[src/rtl/audio_pkg.sv]
// Shared constants and state encoding for the audio DAC serializer.
package audio_pkg;

  localparam int SAMPLE_W   = 16;  // bits per channel sample
  localparam int FIFO_DEPTH = 4;   // stereo frames buffered, power of two

  typedef enum logic [1:0] {
    IDLE  = 2'd0,
    LEFT  = 2'd1,
    RIGHT = 2'd2
  } dac_state_t;

endpackage

[src/rtl/audio_dac_serializer_if.sv]
// Stereo frame stream into the serializer.
// Handshake: a frame moves on every rising clk edge where in_valid && in_ready
// are both high; the master holds in_data stable while in_valid is high, and
// in_ready never depends on in_valid.
interface audio_dac_serializer_if #(
  parameter int W = 32
);
  logic [W-1:0] in_data;
  logic         in_valid;
  logic         in_ready;

  modport master (output in_data, output in_valid, input in_ready);
  modport slave  (input in_data, input in_valid, output in_ready);
endinterface

[src/rtl/sample_fifo.sv]
// Frame FIFO: synchronous write, head visible at rd_data, pointers carry one
// wrap bit so full and empty are told apart without a separate counter.
module sample_fifo #(
  parameter int W     = 32,
  parameter int DEPTH = 4
) (
  input  logic                   clk,
  input  logic                   rst_n,
  input  logic                   wr_en,
  input  logic [W-1:0]           wr_data,
  input  logic                   rd_en,
  output logic [W-1:0]           rd_data,
  output logic                   full,
  output logic                   empty,
  output logic [$clog2(DEPTH):0] level
);
  localparam int AW = $clog2(DEPTH);

  logic [W-1:0] mem [DEPTH];
  logic [AW:0]  wr_ptr;
  logic [AW:0]  rd_ptr;
  logic         do_wr;
  logic         do_rd;

  assign level   = wr_ptr - rd_ptr;
  assign full    = (level == (AW+1)'(DEPTH));
  assign empty   = (wr_ptr == rd_ptr);
  // A write while full is only allowed when the head leaves in the same cycle.
  assign do_wr   = wr_en & (~full | rd_en);
  assign do_rd   = rd_en & ~empty;
  assign rd_data = mem[rd_ptr[AW-1:0]];

  // Pointer advance; reset empties the FIFO.
  always_ff @(posedge clk or negedge rst_n) begin
    if (!rst_n) begin
      wr_ptr <= '0;
      rd_ptr <= '0;
    end else begin
      if (do_wr) wr_ptr <= wr_ptr + (AW+1)'(1);
      if (do_rd) rd_ptr <= rd_ptr + (AW+1)'(1);
    end
  end

  // Storage write; contents need no reset since the pointers define validity.
  always_ff @(posedge clk) begin
    if (do_wr) mem[wr_ptr[AW-1:0]] <= wr_data;
  end

endmodule

[src/rtl/audio_dac_serializer.sv]
// I2S DAC serializer: buffers stereo frames and shifts them out MSB first,
// paced by the codec's BCLK/DACLRCK which are sampled into the Clk domain.
module audio_dac_serializer
  import audio_pkg::*;
#(
  parameter int SAMPLE_W   = audio_pkg::SAMPLE_W,
  parameter int FIFO_DEPTH = audio_pkg::FIFO_DEPTH
) (
  input  logic                         Clk,
  input  logic                         reset,
  audio_dac_serializer_if.slave        in_s,
  input  logic                         AUD_BCLK,
  input  logic                         AUD_DACLRCK,
  output logic                         AUD_DACDAT,
  output logic                         Send_Done,
  output logic                         underrun,
  output dac_state_t                   dbg_state,
  output logic [$clog2(FIFO_DEPTH):0]  dbg_level
);
  localparam int CW = $clog2(SAMPLE_W + 1);

  // [0],[1] form the synchronizer, [2] is the edge-detect register.
  logic [2:0]            bclk_sr;
  logic [2:0]            lrck_sr;
  logic                  bclk_fall, lrck_fall, lrck_rise, lrck_edge;

  logic                  fifo_full, fifo_empty;
  logic [2*SAMPLE_W-1:0] fifo_rd_data;
  logic                  push, pop;

  dac_state_t            state, state_nx;
  logic [SAMPLE_W-1:0]   right_word;   // right sample of the current frame
  logic [SAMPLE_W-1:0]   shifter;      // channel word being sent, MSB at top
  logic [CW-1:0]         bit_cnt;
  logic                  dacdat_q, send_done_q, underrun_q;
  logic                  bit_tick, done_hit;

  // Bring the codec clocks into the Clk domain.
  always_ff @(posedge Clk or negedge reset) begin
    if (!reset) begin
      bclk_sr <= '0;
      lrck_sr <= '0;
    end else begin
      bclk_sr <= {bclk_sr[1:0], AUD_BCLK};
      lrck_sr <= {lrck_sr[1:0], AUD_DACLRCK};
    end
  end

  assign bclk_fall = bclk_sr[2] & ~bclk_sr[1];
  assign lrck_fall = lrck_sr[2] & ~lrck_sr[1];
  assign lrck_rise = ~lrck_sr[2] & lrck_sr[1];
  assign lrck_edge = lrck_fall | lrck_rise;

  // Every word-clock falling edge starts a frame and consumes the FIFO head.
  // A pop frees a slot in the same cycle, so a full FIFO still accepts then.
  assign pop           = lrck_fall & ~fifo_empty;
  assign in_s.in_ready = ~fifo_full | pop;
  assign push          = in_s.in_valid & in_s.in_ready;

  sample_fifo #(
    .W     (2*SAMPLE_W),
    .DEPTH (FIFO_DEPTH)
  ) u_fifo (
    .clk     (Clk),
    .rst_n   (reset),
    .wr_en   (push),
    .wr_data (in_s.in_data),
    .rd_en   (pop),
    .rd_data (fifo_rd_data),
    .full    (fifo_full),
    .empty   (fifo_empty),
    .level   (dbg_level)
  );

  // State register.
  always_ff @(posedge Clk or negedge reset) begin
    if (!reset) state <= IDLE;
    else        state <= state_nx;
  end

  // Channel sequencing follows the word clock.
  always_comb begin
    state_nx = state;
    case (state)
      IDLE:    if (lrck_fall) state_nx = LEFT;
      LEFT:    if (lrck_rise) state_nx = RIGHT;
      RIGHT:   if (lrck_fall) state_nx = LEFT;
      default: state_nx = IDLE;
    endcase
  end

  // A word-clock edge wins over a coincident BCLK edge: no bit that cycle.
  assign bit_tick = bclk_fall & ~lrck_edge & (state != IDLE);
  assign done_hit = bit_tick & (state == RIGHT) & (bit_cnt == CW'(SAMPLE_W - 1));

  // Load words on word-clock edges and shift one bit per BCLK falling edge.
  always_ff @(posedge Clk or negedge reset) begin
    if (!reset) begin
      right_word  <= '0;
      shifter     <= '0;
      bit_cnt     <= '0;
      dacdat_q    <= 1'b0;
      send_done_q <= 1'b0;
      underrun_q  <= 1'b0;
    end else begin
      send_done_q <= done_hit;
      underrun_q  <= lrck_fall & fifo_empty;
      if (lrck_fall) begin
        shifter    <= pop ? fifo_rd_data[2*SAMPLE_W-1:SAMPLE_W] : '0;
        right_word <= pop ? fifo_rd_data[SAMPLE_W-1:0] : '0;
        bit_cnt    <= '0;
      end else if (lrck_rise) begin
        shifter <= right_word;
        bit_cnt <= '0;
      end else if (bit_tick) begin
        if (bit_cnt < CW'(SAMPLE_W)) begin
          dacdat_q <= shifter[SAMPLE_W-1];
          shifter  <= {shifter[SAMPLE_W-2:0], 1'b0};
          bit_cnt  <= bit_cnt + CW'(1);
        end else begin
          dacdat_q <= 1'b0;
        end
      end
    end
  end

  assign AUD_DACDAT = dacdat_q;
  assign Send_Done  = send_done_q;
  assign underrun   = underrun_q;
  assign dbg_state  = state;

endmodule
[src/flat_wrapper.sv]
// flat-port wrapper written by rule: the top's interface ports become plain ports
module audio_dac_serializer_flat import audio_pkg::*;
#(
  parameter int SAMPLE_W   = audio_pkg::SAMPLE_W,
  parameter int FIFO_DEPTH = audio_pkg::FIFO_DEPTH
)
  (Clk, reset, AUD_BCLK, AUD_DACLRCK, AUD_DACDAT, Send_Done, underrun, dbg_state, dbg_level, in_s_in_data, in_s_in_valid, in_s_in_ready);
  audio_dac_serializer_if in_s_i ();
  input  logic Clk;
  input  logic reset;
  input  logic AUD_BCLK;
  input  logic AUD_DACLRCK;
  output logic AUD_DACDAT;
  output logic Send_Done;
  output logic underrun;
  output dac_state_t dbg_state;
  output logic [$clog2(FIFO_DEPTH):0] dbg_level;
  input wire logic [$bits(in_s_i.in_data)-1:0] in_s_in_data;
  input wire logic [$bits(in_s_i.in_valid)-1:0] in_s_in_valid;
  output wire logic [$bits(in_s_i.in_ready)-1:0] in_s_in_ready;
  assign in_s_i.in_data = in_s_in_data;
  assign in_s_i.in_valid = in_s_in_valid;
  assign in_s_in_ready = in_s_i.in_ready;
  audio_dac_serializer #(.SAMPLE_W(SAMPLE_W), .FIFO_DEPTH(FIFO_DEPTH)) u_core (.Clk(Clk), .reset(reset), .in_s(in_s_i), .AUD_BCLK(AUD_BCLK), .AUD_DACLRCK(AUD_DACLRCK), .AUD_DACDAT(AUD_DACDAT), .Send_Done(Send_Done), .underrun(underrun), .dbg_state(dbg_state), .dbg_level(dbg_level));
endmodule
[config.mk]
export PLATFORM = sky130hd
export DESIGN_NAME = audio_dac_serializer_flat
export DESIGN_NICKNAME = d
export VERILOG_FILES = /design/src/rtl/audio_pkg.sv /design/src/rtl/audio_dac_serializer_if.sv /design/src/rtl/sample_fifo.sv /design/src/rtl/audio_dac_serializer.sv /design/src/flat_wrapper.sv
export SDC_FILE = /design/constraint.sdc
export NUM_CORES = 1
export LEC_CHECK = 0
export BUFFER_PORTS_ARGS = -buffer_cell sky130_fd_sc_hd__buf_4
export CAP_MARGIN = 15
export CORE_MARGIN = 2
export CORE_UTILIZATION = 35
export DETAILED_ROUTE_END_ITERATION = 8
export PLACE_DENSITY = 0.47
export SYNTH_ARGS = -nofsm -noshare
export SYNTH_HDL_FRONTEND = slang
export SYNTH_SLANG_ARGS = --single-unit
[constraint.sdc]
create_clock -name Clk -period 8.8 [get_ports Clk]
set_clock_uncertainty 0.05 [all_clocks]
set_input_delay 1.32 -clock Clk [delete_from_list [all_inputs] [get_ports Clk]]
set_output_delay 1.32 -clock Clk [all_outputs]
set_load 0.1 [all_outputs]
==> flow_summary_export.csv, run 1 <==
group,metric,value,unit
synth,netlist_area,0.00715,mm^2
worst_setup_path,ff2ff_path_depth,8,
layout,n_antenna_cell,0,
floorplanning,num_io_pins,46,
timing,hold_viol,0,
synth,ys_warn_count,0,
floorplanning,dieArea,0.0216,mm^2
power,ir_drop,182,uV
worst_setup_path,critical_path.max_fanout,34,
timing,post-route-period-util,46.3,%
worst_setup_path,cp.required,7.43,ns
timing,max_freq,245,MHz
clocking,ctsResizeCount,0,
worst_setup_path,timing.rr.start,"u_core.u_fifo.wr_ptr[0]$_DFFE_PN0P_",
route,wl_per_cell,18.5,um
layout,fin_area,0.00840,mm^2
clocking,cts_buffer_depth,2,
global_route,use_met2,22.3,%
synth,synth-seq-cells,182,
synth,netlist_instances,405,
timing,fin_crit,4.07,ns
min_path,min_path_type,"flip-flop to flip-flop",
global_route,grt_pass1_wl,22.3,mm
route,drtIter0Drc,208,
floorplanning,die_h,147,um
floorplanning,coreArea,0.0202,mm^2
clocking,htreeDepth,4,
route,ant_nets,0,
power,p_per_area,356,mW/mm^2
placement,dpl_cell_area,0.00782,mm^2
timing,setup_viol,0,
flow_run,drv_cap,0,
timing,tightestPinTransition,0.715,ns
timing,rsz0062_at_grt,"false",
global_route,use_met3,3.63,%
power,power_frac_seq,41.9,%
synth,yosysSeqAreaShare,72.7,%
clocking,cts.sinks,182,
synth,avgSynthCellArea,17.7,um^2
timing,setup_tns,0,ns
power,p_int,1.94,mW
floorplanning,initial_core_util,35.4,%
clocking,cts_root_buffer,"clkbuf_16",
global_route,antenna_found_initial,0,
global_route,use_met1,18.6,%
layout,multi_input_area,0.00183,mm^2
timing,relSlewSlack,52.3,%
synth,syn-num-nets,454,
global_route,grt_max_degree,55,
worst_setup_path,endpoint,"in_s_in_ready",
floorplanning,die_width,147,um
worst_setup_path,critPathCaptureType,"output pin",
worst_setup_path,r2r_setup_slack,5.83,ns
placement,gp_congestion,0.710,
synth,synth.distinct_cells,35,
power,netSwitchingFraction,35.2,%
timing,slew_violations,0,
worst_setup_path,path_class,"flip-flop to output pin",
power,p_sw,1.05,mW
global_route,grt.total_usage,13.8,%
layout,area_growth,17.5,%
power,clkPwrFrac,25.2,%
clocking,cts_buffers,17,
clocking,clk_pin_slew,0.07,ns
layout,ff_latch_area,0.00520,mm^2
floorplanning,rows,52,
worst_setup_path,rr_endpoint,"u_core.u_fifo.mem[2][7]$_DFFE_PP_",
clocking,worst_skew_pair.late_latency,0.43,ns
worst_setup_path,startpoint,"u_core.u_fifo.rd_ptr[1]$_DFFE_PN0P_",
route,wl,13.7,mm
worst_setup_path,start_kind,"flip-flop",
route,drcViolationCount,0,
power,leakage,3.09,nW
layout,nets,507,
clocking,cts_tree,"built",
power,p_comb_share,32.9,%
layout,fillers,1855,
worst_setup_path,cp_data_arrival_time,2.70,ns
global_route,gr-total-overflow,0,
route,via_per_inst,4.77,
placement,port_buffers,45,
clocking,post_cts_buffers,0,
route,drt_first_pass_iters,4,
placement,dp_hpwl,7.74,mm
global_route,grt_pass1_vias,3968,
global_route,busiest_layer,"met2",
outcome,outcome,"finished clean",
clocking,cts_hold_buf,0,
layout,drive_above_1_share,27.2,%
route,num_vias,3537,
==> metal layers <==
| layer | up-vias | share of wire [%] | wire (um) |
|---|---|---|---|
| met5 | - | 0 | 0 |
| met2 | 47 | 49 | 6650 |
| met4 | 0 | 0.94 | 129 |
| li1 | 1663 | - | - |
| met3 | 10 | 3.1 | 425 |
| met1 | 1817 | 47 | 6480 |
==> critical path: stages, from the launching register on <==
cell and delay [ns]:
dfrtp_1 0.38, buf_4 0.47, inv_1 0.14, ha_1 0.31, nand2_1 0.08, nor3_1 0.56
nor2_1 0.08, buf_4 0.26
==> per-stage QoR <==
step	utilization (%)	worst slack [ns]	hold slack, ns	power, mW	instances
5_1_grt	41.7	4.48	0.340	3.16	741
6_report	41.7	4.73	0.327	2.99	741
4_1_cts	41.7	4.64	0.336	3.04	741
3_5_place_dp	38.8	5.13	0.307	2.28	709
3_3_place_gp	38.8	5.11	0.299	2.26	709
2_1_floorplan	-	4.31	0.281	2.00	405
==> layout make-up <==
| cell class | count | area share, % |
|---|---|---|
| Sequential cell | 182 | 61.8 |
| Multi-Input combinational cell | 190 | 21.7 |
| Clock buffer | 17 | 5.06 |
| Timing Repair Buffer | 56 | 5.00 |
| Tap cell | 270 | 4.02 |
| Clock inverter | 15 | 1.86 |
| Inverter | 11 | 0.491 |
==> state kept, by name, summed over array words and instances (netlist names) <==
signal,flops
u_core.u_fifo.mem,128
u_core.right_word,16
u_core.shifter,16
u_core.bit_cnt,5
u_core.bclk_sr,3
u_core.lrck_sr,3
u_core.u_fifo.rd_ptr,3
u_core.u_fifo.wr_ptr,3
u_core.dbg_state,2
u_core.AUD_DACDAT,1
u_core.Send_Done,1
u_core.underrun,1
==> kinds of logic (layout without fill, tap and decap cells) <==
kind of cell | count (synthesis) | count (layout) | share of synthesized area, %
AOI/OAI and AO/OA | 56 | 56 | 4.88
DFF | 182 | 182 | 72.7
and+or+nand+nor | 64 | 64 | 4.45
xor gates and xnor gates | 9 | 9 | 1.33
adders and majority gates | 12 | 12 | 2.21
muxes | 49 | 49 | 12.5
buffers and inverters | 33 | 99 | 1.94
==> how the worst min path moves through the flow <==
stage | start | to | slack [ns] | cells after the start
2_1_floorplan | u_core.bclk_sr[0]$_DFF_PN0_ | u_core.bclk_sr[1]$_DFF_PN0_ | 0.28 | 0
3_3_place_gp | u_core.bclk_sr[0]$_DFF_PN0_ | u_core.bclk_sr[1]$_DFF_PN0_ | 0.30 | 0
3_5_place_dp | u_core.bclk_sr[0]$_DFF_PN0_ | u_core.bclk_sr[1]$_DFF_PN0_ | 0.31 | 0
4_1_cts | u_core.bclk_sr[0]$_DFF_PN0_ | u_core.bclk_sr[1]$_DFF_PN0_ | 0.34 | 0
5_1_grt | u_core.bclk_sr[0]$_DFF_PN0_ | u_core.bclk_sr[1]$_DFF_PN0_ | 0.34 | 0
6_report | u_core.bclk_sr[0]$_DFF_PN0_ | u_core.bclk_sr[1]$_DFF_PN0_ | 0.33 | 0
==> Yosys cell counts <==
master | instances | share of area (%)
edfxtp_1 | 128 | 54
dfrtp_1 | 54 | 19
nor2_1 | 34 | 1.8
mux4_2 | 32 | 10
a21oi_1 | 31 | 2.2
a22o_1 | 16 | 2.0
mux2i_1 | 16 | 2.2
buf_2 | 12 | 0.84
ha_1 | 11 | 1.9
inv_1 | 11 | 0.58
clkbuf_1 | 10 | 0.53
nor3_1 | 8 | 0.56
nand2_1 | 6 | 0.31
xnor2_1 | 4 | 0.49
xor2_1 | 4 | 0.49
and2_1 | 3 | 0.26
o21ai_0 | 3 | 0.21
o21ai_1 | 3 | 0.21
nand3_1 | 2 | 0.14
o21a_1 | 2 | 0.21
a32oi_1 | 1 | 0.12
and3_1 | 1 | 0.088
and4_4 | 1 | 0.16
and4b_1 | 1 | 0.14
fa_1 | 1 | 0.28
mux2_4 | 1 | 0.21
nand2b_1 | 1 | 0.088
nand3b_1 | 1 | 0.11
nor2b_1 | 1 | 0.088
nor3_2 | 1 | 0.14
nor3b_1 | 1 | 0.11
nor3b_4 | 1 | 0.26
or2_2 | 1 | 0.088
or3b_1 | 1 | 0.12
xor3_2 | 1 | 0.35
==> layout by cell type, fill, tap and decap left out, types with 5 or more instances in the layout <==
cell and n:
dfrtp_1 53, nand2_1 6, mux2i_1 16, nor3_1 8
inv_1 11, ha_1 11, clkbuf_16 17, buf_4 56
mux4_2 32, a22o_1 16, a21oi_1 31, edfxtp_1 128
inv_8 5, nor2_1 34
==> power by group through the flow <==
stage | combinational, mW | clock (mW) | sequential [mW]
2_1_floorplan | 0.711 | 0 | 1.29
3_3_place_gp | 1.00 | 0 | 1.26
3_5_place_dp | 1.00 | 0 | 1.27
4_1_cts | 1.01 | 0.777 | 1.26
5_1_grt | 1.07 | 0.817 | 1.28
6_report | 0.983 | 0.753 | 1.25
Power figures use the tool's default switching activity.
==> run 2, diff against run 1 <==
Clock period 8.8 ns to 3.75 ns, I/O delays scaled along.
==> run 2 against run 1 <==
Against the previous run: non-clock buffer count is 2 higher; final cell count is 0.27% higher; sequential power up 140%; critical endpoint unchanged; sequential share of layout area fell by 0.17 points.
==> flow_summary_export.csv, run 2 (synthesized netlist as in run 1, its figures left out) <==
group,metric,value,unit
flow_run,drv_cap,0,
timing,max_freq,313,MHz
layout,area_growth,17.9,%
clocking,cts_root_buffer,"clkbuf_16",
clocking,cts_hold_buf,0,
clocking,cts_buffer_depth,2,
floorplanning,coreArea,0.0202,mm^2
global_route,grt_pass1_vias,3901,
timing,hold_viol,0,
layout,n_antenna_cell,0,
timing,relSlewSlack,43.2,%
clocking,worst_skew_pair.late_latency,0.43,ns
global_route,gr-total-overflow,0,
timing,slew_violations,0,
floorplanning,num_io_pins,46,
power,leakage,3.10,nW
layout,fillers,1869,
placement,dp_hpwl,7.85,mm
worst_setup_path,path_cells,"inv_1 -> ha_1 -> fa_1 -> nand2_1 -> nor3_1 -> nor2_1 -> buf_4",
worst_setup_path,max_stage_delay,0.52,ns
worst_setup_path,ff2ff_path_depth,8,
global_route,grt.total_usage,13.5,%
floorplanning,initial_core_util,35.4,%
layout,most-common-layout-cells,"128 x edfxtp_1, 58 x buf_4, 53 x dfrtp_1",
clocking,clk_pin_slew,0.07,ns
worst_setup_path,cp.required,3.14,ns
layout,final_common_cell,"edfxtp_1",
worst_setup_path,cp.buffers_inverters,2,
layout,drive_above_1_share,27.3,%
worst_setup_path,cp_top_family,"adder cells",
worst_setup_path,critical_path.max_fanout,4,
timing,setup_viol,0,
floorplanning,dieArea,0.0216,mm^2
route,wl_per_cell,18.4,um
placement,dp.cells,711,
route,drt_first_pass_iters,4,
worst_setup_path,cp_data_arrival_time,2.59,ns
min_path,min_path_type,"primary input to async pin",
outcome,outcome,"finished clean",
layout,multi_input_area,0.00183,mm^2
placement,port_buffers,45,
route,via_per_inst,4.88,
layout,ff_latch_area,0.00520,mm^2
floorplanning,die_width,147,um
route,num_vias,3626,
power,finalPower,6.98,mW
power,p_per_area,829,mW/mm^2
floorplanning,die_h,147,um
timing,tightestPinTransition,0.853,ns
worst_setup_path,path_class,"flip-flop to output pin",
route,ant_nets,0,
timing,hold_ws,0.142,ns
layout,largest_register_ffs,128,
clocking,ctsResizeCount,0,
worst_setup_path,start_kind,"flip-flop",
global_route,antenna_found_initial,0,
floorplanning,rows,52,
placement,gp_congestion,0.680,
clocking,htreeDepth,4,
timing,rsz0062_at_grt,"false",
global_route,grt_max_degree,55,
power,ir_drop,392,uV
route,drtIter0Drc,159,
clocking,post_cts_buffers,0,
clocking,cts_tree,"built",
timing,setup_tns,0,ns
layout,fin_cells,743,
global_route,grt_pass1_wl,21.9,mm
clocking,cts.sinks,182,
route,wl,13.7,mm
worst_setup_path,critPathCaptureType,"output pin",
timing,fin_crit,3.20,ns
timing,post-route-period-util,85.3,%
clocking,cts_buffers,17,
layout,nets,509,
worst_setup_path,cp.depth,7,
worst_setup_path,crit_slowest_cell,"fa_1",
route,drcViolationCount,0,
run 2: report_power, final:
| part | internal (mW) | switching [mW] |
|---|---|---|
| Sequential | 2.75 | 0.195 |
| Clock | 0.950 | 0.815 |
| Combinational | 0.851 | 1.42 |
run 2: worst reg2reg max path, cell delays in order, from the launching register on:
cell     delay (ns)
dfrtp_1        0.37
inv_1          0.11
ha_1           0.23
fa_1           0.40
xor3_2         0.26
and4_4         0.23
nor3b_4        0.29
and2_1         0.18
buf_4          0.46
run 2: per-layer routing:
metal  track usage, %  share of wire, %  vias up
met5                0                 0        -
met4             4.33              0.80        0
met3             3.26               3.2       13
met2             22.1                49       65
met1             18.0                47     1883
li1                 -                 -     1665
run 2: final timing paths:
path | start | end | slack, ns
max in group asynchronous | reset | u_core.u_fifo.rd_ptr[0]$_DFFE_PN0P_ | 3.01
hold / removal | reset | u_core.lrck_sr[0]$_DFF_PN0_ | 0.14
setup reg to reg | u_core.u_fifo.wr_ptr[0]$_DFFE_PN0P_ | u_core.u_fifo.mem[2][12]$_DFFE_PP_ | 0.79
hold reg to reg | u_core.bclk_sr[0]$_DFF_PN0_ | u_core.bclk_sr[1]$_DFF_PN0_ | 0.31
setup / recovery | u_core.u_fifo.wr_ptr[0]$_DFFE_PN0P_ | in_s_in_ready | 0.55
min in group Clk | AUD_BCLK | u_core.bclk_sr[0]$_DFF_PN0_ | 0.20
run 2: metrics by stage:
step	util, %	setup slack (ns)	instance area [um^2]
2_1_floorplan	-	0.0181	7150
3_3_place_gp	38.9	0.844	7840
3_5_place_dp	38.9	0.788	7840
4_1_cts	41.8	0.502	8430
5_1_grt	41.8	0.372	8430
6_report	41.8	0.552	8430
run 2: layout make-up:
| type | instances | share of cell area [%] |
|---|---|---|
| inverter | 11 | 0.490 |
| timing repair buffer | 58 | 5.17 |
| clock buffer | 18 | 5.09 |
| sequential | 182 | 61.7 |
| clock inverter | 14 | 1.92 |
| tap | 270 | 4.01 |
| multi-input combinational | 190 | 21.7 |
